==> config.mk <==
export PLATFORM = sky130hd
export DESIGN_NAME = axis_ascon_bist
export DESIGN_NICKNAME = d
export VERILOG_FILES = /design/src/rtl/axis_ascon_bist.sv
export SDC_FILE = /design/constraint.sdc
export NUM_CORES = 1
export LEC_CHECK = 0
export ABC_AREA = 0
export CORE_AREA = 2 2 394 396
export CTS_BUF_LIST = sky130_fd_sc_hd__clkbuf_4
export CTS_CLUSTER_DIAMETER = 200
export DETAILED_ROUTE_END_ITERATION = 10
export DIE_AREA = 0 0 396 398
export SKIP_LAST_GASP = 1
export SLEW_MARGIN = 25
export SYNTH_ARGS = -nofsm -noshare
export SYNTH_HDL_FRONTEND = slang
export SYNTH_SLANG_ARGS = --single-unit
==> constraint.sdc <==
create_clock -name clk -period 9 [get_ports clk]
set_clock_uncertainty 0.05 [all_clocks]
set_input_delay 1.8 -clock clk [delete_from_list [all_inputs] [get_ports clk]]
set_output_delay 1.8 -clock clk [all_outputs]
set_load 0.05 [all_outputs]
==> src/rtl/axis_ascon_bist.sv <==
// Built-in self-test traffic generator and tag checker for an Ascon AEAD encrypt/decrypt loopback.
// Optional macro ASCON_BIST_THROTTLE_EN adds a pseudo-random valid/ready throttle.
module axis_ascon_bist #(
  parameter int unsigned NUM_MSGS     = 16,
  parameter int unsigned LEN_W        = 3,
  parameter logic [63:0] SEED         = 64'h0123456789ABCDEF,
  parameter bit          KEEP_SUPPORT = 1'b1
) (
  input  logic         clk,
  input  logic         rst,
  input  logic         start,
  output logic         busy,
  output logic         done,
  output logic [31:0]  tags_ok,
  output logic [31:0]  tag_errors,
  output logic         m_cmd_tvalid,
  input  logic         m_cmd_tready,
  output logic [511:0] m_cmd_tdata,
  output logic         m_ad_tvalid,
  input  logic         m_ad_tready,
  output logic         m_ad_tlast,
  output logic [127:0] m_ad_tdata,
  output logic [15:0]  m_ad_tkeep,
  output logic         m_tvalid,
  input  logic         m_tready,
  output logic         m_tlast,
  output logic [127:0] m_tdata,
  output logic [15:0]  m_tkeep,
  input  logic         s_tag_tvalid,
  output logic         s_tag_tready,
  input  logic [127:0] s_tag_tdata
);

  typedef enum logic [2:0] {S_IDLE, S_CMD, S_STREAM, S_WAIT, S_FIN} state_t;

  localparam logic [63:0] AD_SEED = SEED ^ {8{8'hA5}};
  localparam logic [63:0] D_SEED  = SEED ^ {8{8'h5A}};
  localparam logic [63:0] T_SEED  = SEED ^ {8{8'h3C}};

  function automatic logic [63:0] xs_next(input logic [63:0] x);
    logic [63:0] y;
    y = x ^ (x << 13);
    y = y ^ (y >> 7);
    y = y ^ (y << 17);
    return y;
  endfunction

  function automatic logic [63:0] rotl29(input logic [63:0] x);
    return {x[34:0], x[63:35]};
  endfunction

  // Smearing the highest set bit downward yields the contiguous keep mask.
  function automatic logic [15:0] last_keep(input logic [15:0] v);
    logic [15:0] k;
    k = v;
    k = k | (k >> 1);
    k = k | (k >> 2);
    k = k | (k >> 4);
    k = k | (k >> 8);
    if (k == 16'h0000) k = 16'h0001;
    if (!KEEP_SUPPORT) k = 16'hFFFF;
    return k;
  endfunction

  state_t             state_q, state_d;
  logic               busy_q, busy_d, done_q, done_d;
  logic               cmd_vld_q, cmd_vld_d, ad_vld_q, ad_vld_d, d_vld_q, d_vld_d;
  logic               ad_done_q, ad_done_d, d_done_q, d_done_d;
  logic [LEN_W-1:0]   ad_cnt_q, ad_cnt_d, d_cnt_q, d_cnt_d;
  logic [LEN_W-1:0]   ad_last_q, ad_last_d, d_last_q, d_last_d;
  logic [31:0]        msg_cnt_q, msg_cnt_d, tags_ok_q, tags_ok_d, tag_err_q, tag_err_d;
  logic [63:0]        cmd_x_q, cmd_x_d, ad_x_q, ad_x_d, d_x_q, d_x_d;
  logic               g_cmd, g_ad, g_d, tag_rdy;
  logic               cmd_hs, ad_hs, d_hs, tag_hs, ad_is_last, d_is_last;
  logic [511:0]       cmd_data;

`ifdef ASCON_BIST_THROTTLE_EN
  logic [63:0] thr_x_q, thr_x_d;
  assign g_cmd   = thr_x_q[0];
  assign g_ad    = thr_x_q[1];
  assign g_d     = thr_x_q[2];
  assign tag_rdy = busy_q & thr_x_q[3];
`else
  assign g_cmd   = 1'b1;
  assign g_ad    = 1'b1;
  assign g_d     = 1'b1;
  assign tag_rdy = busy_q;
`endif

  assign cmd_hs     = cmd_vld_q & m_cmd_tready;
  assign ad_hs      = ad_vld_q & m_ad_tready;
  assign d_hs       = d_vld_q & m_tready;
  assign tag_hs     = s_tag_tvalid & tag_rdy;
  assign ad_is_last = (ad_cnt_q == ad_last_q);
  assign d_is_last  = (d_cnt_q == d_last_q);

  always_comb begin
    cmd_data = '0;
    for (int i = 0; i < 4; i++) cmd_data[128*i +: 128] = {cmd_x_q ^ 64'(i), rotl29(cmd_x_q)};
    cmd_data[256] = 1'b1;
  end

  assign busy         = busy_q;
  assign done         = done_q;
  assign tags_ok      = tags_ok_q;
  assign tag_errors   = tag_err_q;
  assign m_cmd_tvalid = cmd_vld_q;
  assign m_cmd_tdata  = cmd_data;
  assign m_ad_tvalid  = ad_vld_q;
  assign m_ad_tlast   = ad_is_last;
  assign m_ad_tdata   = {ad_x_q, rotl29(ad_x_q)};
  assign m_ad_tkeep   = ad_is_last ? last_keep(ad_x_q[15:0]) : 16'hFFFF;
  assign m_tvalid     = d_vld_q;
  assign m_tlast      = d_is_last;
  assign m_tdata      = {d_x_q, rotl29(d_x_q)};
  assign m_tkeep      = d_is_last ? last_keep(d_x_q[15:0]) : 16'hFFFF;
  assign s_tag_tready = tag_rdy;

  always_comb begin
    state_d   = state_q;
    busy_d    = busy_q;
    done_d    = done_q;
    cmd_vld_d = cmd_vld_q;
    ad_vld_d  = ad_vld_q;
    d_vld_d   = d_vld_q;
    ad_done_d = ad_done_q;
    d_done_d  = d_done_q;
    ad_cnt_d  = ad_cnt_q;
    d_cnt_d   = d_cnt_q;
    ad_last_d = ad_last_q;
    d_last_d  = d_last_q;
    msg_cnt_d = msg_cnt_q;
    tags_ok_d = tags_ok_q;
    tag_err_d = tag_err_q;
    cmd_x_d   = cmd_hs ? xs_next(cmd_x_q) : cmd_x_q;
    ad_x_d    = ad_hs ? xs_next(ad_x_q) : ad_x_q;
    d_x_d     = d_hs ? xs_next(d_x_q) : d_x_q;
`ifdef ASCON_BIST_THROTTLE_EN
    thr_x_d   = xs_next(thr_x_q);
`endif

    // Tag collection runs independently of the message FSM.
    if (tag_hs) begin
      if (s_tag_tdata == 128'd0) begin
        if (tags_ok_q != 32'hFFFF_FFFF) tags_ok_d = tags_ok_q + 32'd1;
      end else begin
        if (tag_err_q != 32'hFFFF_FFFF) tag_err_d = tag_err_q + 32'd1;
      end
    end

    case (state_q)
      S_IDLE, S_FIN: begin
        if (start) begin
          state_d   = S_CMD;
          busy_d    = 1'b1;
          done_d    = 1'b0;
          msg_cnt_d = '0;
          tags_ok_d = '0;
          tag_err_d = '0;
          cmd_x_d   = SEED;
          ad_x_d    = AD_SEED;
          d_x_d     = D_SEED;
`ifdef ASCON_BIST_THROTTLE_EN
          thr_x_d   = T_SEED;
`endif
        end
      end
      S_CMD: begin
        if (cmd_vld_q) begin
          if (cmd_hs) begin
            cmd_vld_d = 1'b0;
            ad_last_d = cmd_x_q[LEN_W-1:0];
            d_last_d  = cmd_x_q[2*LEN_W-1:LEN_W];
            ad_cnt_d  = '0;
            d_cnt_d   = '0;
            ad_done_d = 1'b0;
            d_done_d  = 1'b0;
            state_d   = S_STREAM;
          end
        end else if (g_cmd) begin
          cmd_vld_d = 1'b1;
        end
      end
      S_STREAM: begin
        if (ad_hs) begin
          if (ad_is_last) begin
            ad_vld_d  = 1'b0;
            ad_done_d = 1'b1;
          end else begin
            ad_cnt_d = ad_cnt_q + LEN_W'(1);
          end
        end else if (!ad_vld_q && !ad_done_q && g_ad) begin
          ad_vld_d = 1'b1;
        end
        if (d_hs) begin
          if (d_is_last) begin
            d_vld_d  = 1'b0;
            d_done_d = 1'b1;
          end else begin
            d_cnt_d = d_cnt_q + LEN_W'(1);
          end
        end else if (!d_vld_q && !d_done_q && g_d) begin
          d_vld_d = 1'b1;
        end
        if (ad_done_d && d_done_d) begin
          msg_cnt_d = msg_cnt_q + 32'd1;
          state_d   = (msg_cnt_d < NUM_MSGS) ? S_CMD : S_WAIT;
        end
      end
      S_WAIT: begin
        if (({1'b0, tags_ok_q} + {1'b0, tag_err_q}) == 33'(NUM_MSGS)) begin
          state_d = S_FIN;
          busy_d  = 1'b0;
          done_d  = 1'b1;
        end
      end
      default: state_d = S_IDLE;
    endcase
  end

  always_ff @(posedge clk) begin
    if (rst) begin
      state_q   <= S_IDLE;
      busy_q    <= 1'b0;
      done_q    <= 1'b0;
      cmd_vld_q <= 1'b0;
      ad_vld_q  <= 1'b0;
      d_vld_q   <= 1'b0;
      ad_done_q <= 1'b0;
      d_done_q  <= 1'b0;
      ad_cnt_q  <= '0;
      d_cnt_q   <= '0;
      ad_last_q <= '0;
      d_last_q  <= '0;
      msg_cnt_q <= '0;
      tags_ok_q <= '0;
      tag_err_q <= '0;
      cmd_x_q   <= SEED;
      ad_x_q    <= AD_SEED;
      d_x_q     <= D_SEED;
`ifdef ASCON_BIST_THROTTLE_EN
      thr_x_q   <= T_SEED;
`endif
    end else begin
      state_q   <= state_d;
      busy_q    <= busy_d;
      done_q    <= done_d;
      cmd_vld_q <= cmd_vld_d;
      ad_vld_q  <= ad_vld_d;
      d_vld_q   <= d_vld_d;
      ad_done_q <= ad_done_d;
      d_done_q  <= d_done_d;
      ad_cnt_q  <= ad_cnt_d;
      d_cnt_q   <= d_cnt_d;
      ad_last_q <= ad_last_d;
      d_last_q  <= d_last_d;
      msg_cnt_q <= msg_cnt_d;
      tags_ok_q <= tags_ok_d;
      tag_err_q <= tag_err_d;
      cmd_x_q   <= cmd_x_d;
      ad_x_q    <= ad_x_d;
      d_x_q     <= d_x_d;
`ifdef ASCON_BIST_THROTTLE_EN
      thr_x_q   <= thr_x_d;
`endif
    end
  end

endmodule

==> impl_metrics.ini, run 1 <==
[timing]
setup_slack_ns = 2.15
rsz0062_at_grt = no
relSlewSlack = 0.303
setup_viol = 0
maxSlewViolCount = 0
max_freq_mhz = 146
finalCritPeriodShare = 0.761
min_period_ns = 6.85
worst_pin_slew_ns = 1.04
fin_tns_setup_ns = 0
final_hold_viol_count = 0

[critical_path]
path_buf_inv = 1
crit_family = simple AND/OR/NAND/NOR gates
end_kind = output pin
r2r_slack_ns = 4.74
crit_fanout = 5
cpMostUsedCell = or3_4
crit_path_end = m_ad_tkeep[1]
rr_worst_depth = 11
worstPathCellList = xnor2_1 -> nand3_1 -> or4_4 -> or3_4 -> or4_4 -> or3_4 -> or2_4 -> or3_4 -> or3_1 -> clkdlybuf4s50_1
path_depth = 10
path_class = reg -> out
r2r_start = tag_errors[0]
cp_slowest_stage_delay_ns = 0.71
arrival_ns = 5.00
critPathLaunch = ad_cnt_q[0]
cp_slowest_cell = clkdlybuf4s50_1
setup.worst_path.start_class = register
worstReg2RegEnd = state_q[1]
crit_required_ns = 7.15

[finish]
fillers = 16849
nNetsFinal = 3625
area_delta_synth_final_pct = 38.1
final_common_cell = clkdlybuf4s50_1
mostFrequentLayoutCells = clkdlybuf4s50_1 (1002), xnor2_1 (415), dfxtp_1 (308)
layout-drive-gt1-share = 0.0679

[floorplanning]
row_count = 144
start_util = 0.158
die_h_um = 398
die_area_um2 = 158000
pin_count = 1007
fp.coreArea_um2 = 153000
fp.dieW_um = 396

[global_route]
antenna_found_initial = 15
grt_usage = 0.139
grt_max_degree = 105
grt_pass1_wl_um = 158000
grt_pass1_vias = 20844
grt.overflow.total = 0

[drt]
via_per_inst = 4.05
vias = 22551
drc = 0
drt_iter0_drc = 1439
drtPass1Iterations = 5
drt_wl_total_um = 116000
ant_nets = 0
wl_per_cell_um = 20.8

[logic_synthesis]
synthArstFlopShare = 0
synth_cells = 3034
synth_seq_area_share = 0.256
yosys_warnings = 0
synth_ff_type = dfxtp_1
netlist_area_um2 = 24300
synth_seq_cells = 310
synth_edf_count = 0
ys_types = 72
syn_area_per_cell_um2 = 8.00

[placed_design]
dp_slack_ns = 3.02
routabilityCongestion = 0.927
post-dp-hpwl_um = 90400
numPortBuffers = 1003

[clocking]
clock_sinks = 310
cts_hold_buf = 0
cts-root-buf = clkbuf_4
cts_tree = done
post-cts-setup-buffers = 0
cts_resized = 0
path_clk_slew_ns = 0.06
numCtsBuffers = 97
h-tree-depth = 3
clockBufferDepth = 3
clock_latency_ns = 0.91

[power_and_ir_drop]
comb_power_share = 0.230
switchingPower_w = 0.00132
power_density_nw_per_um2 = 111
peakVddDrop_v = 0.0000686
intPower_w = 0.00238
power_frac_clock = 0.378
p_sw_frac = 0.357
p_leak_nw = 11.4
seq_power_share = 0.392

[min_path]
holdPathStages = 2
min_path_type = reg -> reg

[outcome]
status = completed

[run]
cap_violations = 0
[state kept, by name, summed over array words and instances, names as in the netlist, 32 cells and up]
register,flops
ad_x_q,64
cmd_x_q,64
d_x_q,64
msg_cnt_q,32
tag_errors,32
tags_ok,32
[synthesized netlist by cell type, drive strengths merged (5+ instances only)]
cell type	number	area share
inv	21	0.0032
clkbuf	142	0.022
mux2i	9	0.0037
o211ai	37	0.011
nand2	170	0.026
or2	18	0.0048
dfxtp	310	0.26
a31oi	12	0.0031
nor4	42	0.011
or3	145	0.039
xor2	186	0.067
or4	7	0.0028
o21ai	193	0.040
a21o	10	0.0031
nand3b	14	0.0043
nor2	150	0.023
ha	37	0.019
a211oi	26	0.0080
and4	11	0.0040
nand2b	7	0.0018
a21oi	170	0.035
nand3	108	0.022
and2	15	0.0039
buf	584	0.18
o21a	6	0.0019
nor2b	5	0.0013
and3	49	0.013
nor3	32	0.0066
nand4	38	0.0098
xnor2	415	0.15
[worst min-delay path by stage]
stage | start | to | slack [ns]
6_report | ad_last_q[1] | ad_last_q[1] | 0.42
5_1_grt | d_last_q[2] | d_last_q[2] | 0.45
4_1_cts | ad_last_q[1] | ad_last_q[1] | 0.43
3_5_place_dp | d_last_q[0] | d_last_q[0] | 0.41
3_3_place_gp | ad_last_q[2] | ad_last_q[2] | 0.42
2_1_floorplan | ad_last_q[0] | ad_last_q[0] | 0.40
[power by group through the flow]
stage | logic (W) | clock network [W] | registers, W
2_1_floorplan | 0.000598 | 0 | 0.00150
3_3_place_gp | 0.000855 | 0 | 0.00148
3_5_place_dp | 0.000861 | 0 | 0.00149
4_1_cts | 0.000862 | 0.00148 | 0.00145
5_1_grt | 0.000893 | 0.00154 | 0.00146
6_report | 0.000854 | 0.00140 | 0.00145
[logic make-up (layout without fill, tap and decap cells)]
group	count (synthesis)	after routing	synth area share
AO/OA/AOI/OAI	506	506	0.121
XOR/XNOR	601	601	0.217
adder cells (fa/ha/maj)	38	38	0.0199
buffers and inverters	748	1233	0.205
flip-flops	310	310	0.256
multiplexers	10	10	0.00418
other	1	8	0.000155
AND/OR/NAND/NOR	820	820	0.177
[final cells by class]
cell class | instances | area [um^2] | share of cell area
clock buffers | 137 | 1030 | 0.0307
inverters | 22 | 82.6 | 0.00246
multi-input cells | 1978 | 13100 | 0.392
clock inverters | 31 | 139 | 0.00415
flip-flops and latches | 310 | 6210 | 0.185
diodes | 5 | 12.5 | 0.000373
well taps | 2044 | 2560 | 0.0763
repair buffers | 1043 | 10300 | 0.309
[per-stage QoR]
stage / cell area [um^2] / power [W] / utilization / hold WS [ns] / std cells
2_1_floorplan: 24300 / 0.00209 / - / 0.399 / 3036
3_3_place_gp: 32300 / 0.00234 / 0.211 / 0.415 / 5394
3_5_place_dp: 32300 / 0.00235 / 0.211 / 0.414 / 5396
4_1_cts: 33500 / 0.00380 / 0.218 / 0.426 / 5564
5_1_grt: 33500 / 0.00389 / 0.218 / 0.450 / 5566
6_report: 33500 / 0.00371 / 0.219 / 0.422 / 5570
[worst min-delay path: stages, from the launching register on]
cell     delay (ns)
dfxtp_1        0.32
nand2_1        0.05
a21oi_1        0.05
[routing by layer]
layer  track usage  vias to the layer above  part of all wire
met4        0.0461                       10             0.029
li1              -                    10660                 -
met2         0.241                      815              0.49
met5             0                        -           0.00061
met1         0.165                    10934              0.41
met3        0.0368                      132             0.071
No activity file was read; power rests on OpenSTA's default activity.
==> run 2, diff against run 1 <==
CORE_AREA = 2 2 387 389   (was 2 2 394 396)
DIE_AREA = 0 0 389 391   (was 0 0 396 398)
clock period = 6.4 ns   (was 9 ns; I/O delays follow)
==> run 2 against run 1 <==
  * Design area is 0.28% lower
  * Count of clock-buffer cells in the layout decreased by 7
  * Combinational power increased by 41%
  * Hold slack worse by 0.00085 ns
  * Highest routed layer unchanged
==> impl_metrics.ini, run 2 (same netlist as run 1, synthesis figures left out) <==
[global_route]
antenna_found_initial = 11
grt_usage = 0.141
grt_pass1_vias = 20713
grt_max_degree = 122
grt_pass1_wl_um = 155000
grt.overflow.total = 0

[clocking]
h-tree-depth = 3
clock_latency_ns = 0.95
clock_sinks = 310
clockBufferDepth = 3
numCtsBuffers = 98
cts-root-buf = clkbuf_4
path_clk_slew_ns = 0.05
cts_tree = done
post-cts-setup-buffers = 0

[critical_path]
crit_required_ns = 5.07
cp_slowest_cell = or4_4
cpMostUsedCell = or3_4
cp_slowest_stage_delay_ns = 0.47
end_kind = output pin
path_class = reg -> out
crit_family = simple AND/OR/NAND/NOR gates
worstPathCellList = xnor2_1 -> nand3_1 -> or4_4 -> or3_4 -> or4_4 -> or3_4 -> or2_4 -> or3_4 -> or3_1 -> dlygate4sd2_1
path_buf_inv = 1
setup.worst_path.start_class = register
r2r_slack_ns = 2.13
arrival_ns = 4.66
crit_fanout = 4

[timing]
worst_pin_slew_ns = 1.01
setup_slack_ns = 0.411
min_period_ns = 5.99
setup_viol = 0
finalCritPeriodShare = 0.936
final_hold_viol_count = 0
rsz0062_at_grt = no
maxSlewViolCount = 0
max_freq_mhz = 167
relSlewSlack = 0.326
fin_tns_setup_ns = 0

[power_and_ir_drop]
seq_power_share = 0.388
peakVddDrop_v = 0.0000965
p_sw_frac = 0.356
power_frac_clock = 0.383
comb_power_share = 0.229
switchingPower_w = 0.00187
intPower_w = 0.00338
power_w = 0.00525
power_density_nw_per_um2 = 157
p_leak_nw = 11.4

[outcome]
status = completed

[placed_design]
numPortBuffers = 1003
routabilityCongestion = 0.897
place_area_um2 = 32200
dp_cells = 5299
post-dp-hpwl_um = 88600
dp_slack_ns = 1.00

[drt]
drtPass1Iterations = 7
drt_wl_total_um = 113000
via_per_inst = 4.13
drt_iter0_drc = 1653
drc = 0
wl_per_cell_um = 20.7
vias = 22569
ant_nets = 0

[floorplanning]
fp.coreArea_um2 = 149000
pin_count = 1007
row_count = 142
start_util = 0.163
fp.dieW_um = 389
die_area_um2 = 152000
die_h_um = 391

[finish]
largestRegisters = ad_x_q (64), cmd_x_q (64), d_x_q (64)
mostFrequentLayoutCells = clkdlybuf4s50_1 (997), xnor2_1 (415), dfxtp_1 (310)
final_cells = 5471
layout-drive-gt1-share = 0.0659
fin_area_um2 = 33400
area_delta_synth_final_pct = 37.7
final_common_cell = clkdlybuf4s50_1
nNetsFinal = 3629

[run]
cap_violations = 0

[min_path]
min_path_type = reg -> reg
run 2: changes by cell type in the layout (fill, tap and decap cells not counted), moves of 3 or more:
cell	before	now
clkbuf_4	137	130
buf_6	4	1
clkdlybuf4s50_1	1002	997
diode_2	5	8
buf_4	36	41
run 2: area by class of cell:
class	count	area, um^2
Antenna cell	8	20.0
Clock buffer	130	976
Clock inverter	33	188
Fill cell	16208	115000
Inverter	22	82.6
Multi-Input combinational cell	1978	13100
Sequential cell	310	6210
Tap cell	1944	2430
Timing Repair Buffer	1046	10400
run 2: worst paths after layout:
check	from	endpoint	depth (start not counted)
setup / recovery	ad_cnt_q[1]	m_ad_tkeep[1]	10
hold / removal	ad_last_q[0]	ad_last_q[0]	2
setup reg to reg	tag_errors[16]	state_q[1]	10
hold reg to reg	ad_last_q[0]	ad_last_q[0]	2
run 2: power groups by stage:
stage               registers, W  logic (W)  clock network (W)
global placement         0.00208    0.00120                  0
floorplan                0.00211   0.000840                  0
finish                   0.00204    0.00120            0.00201
CTS                      0.00204    0.00121            0.00211
global route             0.00204    0.00125            0.00219
detailed placement       0.00208    0.00121                  0
run 2: tightest hold or removal path: cells and delay by family (launching register included):
family	cells	cell delay, ns
flip-flops	1	0.32
AND/OR/NAND/NOR	1	0.05
AO/OA/AOI/OAI	1	0.05
run 2: through the flow:
step | util | hold slack, ns
floorplan | - | 0.399
global placement | 0.217 | 0.415
detailed placement | 0.217 | 0.415
CTS | 0.225 | 0.423
global route | 0.225 | 0.434
finish | 0.225 | 0.421
run 2: repair_timing:
action,CTS,global route
endpoints found under the setup margin,2,2
pin swaps,0,0
hold buffers,0,0
cloned,0,0
gates resized for setup,2,2
run 2: per-layer routing:
| layer | part of all wire | global-route usage | vias up |
|---|---|---|---|
| met3 | 0.068 | 0.0316 | 122 |
| met2 | 0.49 | 0.244 | 876 |
| li1 | - | - | 10665 |
| met4 | 0.019 | 0.0357 | 4 |
| met5 | 0.00026 | 0 | - |
| met1 | 0.42 | 0.175 | 10902 |
==> edit (flow settings as in run 2) <==
The parameter `LEN_W` goes from 3 to 5.
--- a/src/rtl/axis_ascon_bist.sv
+++ b/src/rtl/axis_ascon_bist.sv
@@ -4,3 +4,3 @@
   parameter int unsigned NUM_MSGS     = 16,
-  parameter int unsigned LEN_W        = 3,
+  parameter int unsigned LEN_W        = 5,
   parameter logic [63:0] SEED         = 64'h0123456789ABCDEF,
Check against the original RTL: no difference found for any inputs over 4 cycles, from zero or initial values and one cycle with rst high; that may be too few to reach the edited logic, so the function may still have changed.
==> edit against run 2 <==
Synthesized area is 2.6% higher. Critical endpoint unchanged. Wire length is 5.5% lower. Critical path type unchanged. Setup slack worse by 0.043 ns. Sequential cell count is 8 higher. Worst hold slack worse by 0.0043 ns. Design area is 1.3% higher. Total power is 0.20% higher. Largest cell class unchanged.
==> edit: results (changes against run 2) <==
outcome -> completed (unchanged)
Seq/total area -> 18.81% (was 18.57%)
register area -> 6367 um2 (was 6206 um2)
Arrival @ worst endpoint -> 4.70 ns (was 4.66 ns)
number of global-route vias before repair -> 21515 (was 20713)
Synth cell types -> 71 (was 72)
worst slew pin tran -> 0.9593 ns (was 1.010 ns)
HPWL after DPL -> 83.18 mm (was 88.58 mm)
nonclk buf count -> 1031 (was 1046)
placed cell areas -> 32680 um2 (was 32210 um2)
fraction of the yosys area taken by sequential cells -> 25.57% (was 25.58%)
slowest cell delay on critical path -> 0.70 ns (was 0.47 ns)
Placed Cells -> 5359 (was 5299)
Static Leak -> 11.36 nW (was 11.38 nW)
GRT Overall Usage -> 13.32% (was 14.08%)
First DRT Iteration DRCs -> 1400 (was 1653)
ant diodes -> 7 (was 8)
CP max stage cell -> clkdlybuf4s50_1 (was or4_4)
Synth top cells by count -> buf_4 (577), xnor2_1 (447), dfxtp_1 (318) (was buf_4 (577), xnor2_1 (415), dfxtp_1 (310))
largest net degree at the start of global routing -> 99 (was 122)
worst hold stages -> 2 (unchanged)
Nets -> 3685 (was 3629)
WL/cell -> 19.40 um (was 20.72 um)
#MultiIn Comb -> 2045 (was 1978)
FILL cells -> 16308 (was 16208)
ranking of synthesized cells by area -> dfxtp_1 (26%), buf_4 (17%), xnor2_1 (16%) (was dfxtp_1 (26%), buf_4 (18%), xnor2_1 (15%))
GP Congestion -> 0.8755 (was 0.8970)
CTS buffer count -> 95 (was 98)
Int Power -> 3.399 mW (was 3.384 mW)
Largest regs -> ad_x_q x64, cmd_x_q x64, d_x_q x64 (unchanged)
Yosys reg bits -> 318 (was 310)
proportion of layout cells with a drive suffix above 1 -> 6.157% (was 6.593%)
pre-CTS setup slack -> 1.152 ns (was 1.003 ns)
# clk buffers -> 138 (was 130)
reg2reg setup slack -> 2.39 ns (was 2.13 ns)
cells after synthesis -> 3123 (was 3034)
DR vias/cell -> 4.188 (was 4.125)
inverters -> 21 (was 22)
peak supply drop -> 0.00009029 V (was 0.00009650 V)
via count -> 23134 (was 22569)
Min-Delay Startpoint -> ad_last_q[2] (was ad_last_q[0])
[edit: changes by cell type in the layout (fill, tap and decap cells not counted), sizes merged, moves of 11 or more]
cell    delta
buf       -17
clkinv    -14
nand3     +11
o31ai     +14
o211ai    -12
o21ai     +13
nor2      +24
xnor2     +32
and3      -11
[edit: cell families (layout without fill, tap and decap cells)]
family,Yosys count,count (layout),synth area share [%]
simple gates,852,852,17.93
mux,10,10,0.4171
other cells,1,10,0.01506
xor+xnor,628,628,22.09
compound gates,514,514,11.81
buf+inv,762,1210,20.23
flops,318,318,25.57
fa+ha+maj,38,38,1.940
[edit: what timing repair did]
item                       in CTS  in global routing
resized for setup               1                  0
setup endpoints to repair       1                  0
setup buffers                   0                  0
hold endpoints to repair        0                  0
[edit: worst max-delay path by stage]
stage	from	endpoint	slack, ns	depth (start not counted)
2_1_floorplan	ad_cnt_q[0]	m_ad_tkeep[1]	0.71	9
3_3_place_gp	d_cnt_q[0]	m_tkeep[1]	1.18	10
3_5_place_dp	d_cnt_q[0]	m_tkeep[1]	1.15	10
4_1_cts	d_cnt_q[1]	m_tkeep[2]	0.12	9
5_1_grt	ad_cnt_q[3]	m_ad_tkeep[1]	0.02	10
6_report	ad_cnt_q[3]	m_ad_tkeep[1]	0.37	10
[edit: power groups by stage]
stage / Sequential, mW / Combinational (mW) / Clock (mW)
after global routing: 2.09 / 1.22 / 2.22
final: 2.09 / 1.16 / 2.01
after floorplan: 2.15 / 0.822 / 0
after detailed placement: 2.13 / 1.17 / 0
after global placement: 2.13 / 1.17 / 0
after CTS: 2.09 / 1.17 / 2.13
[edit: routing by layer]
metal	track usage (%)	up-vias	share of wire [%]
met2	23.32	981	49
met5	0	-	0.039
met1	16.36	11095	42
li1	-	10896	-
met4	3.777	6	2.4
met3	2.782	156	6.8
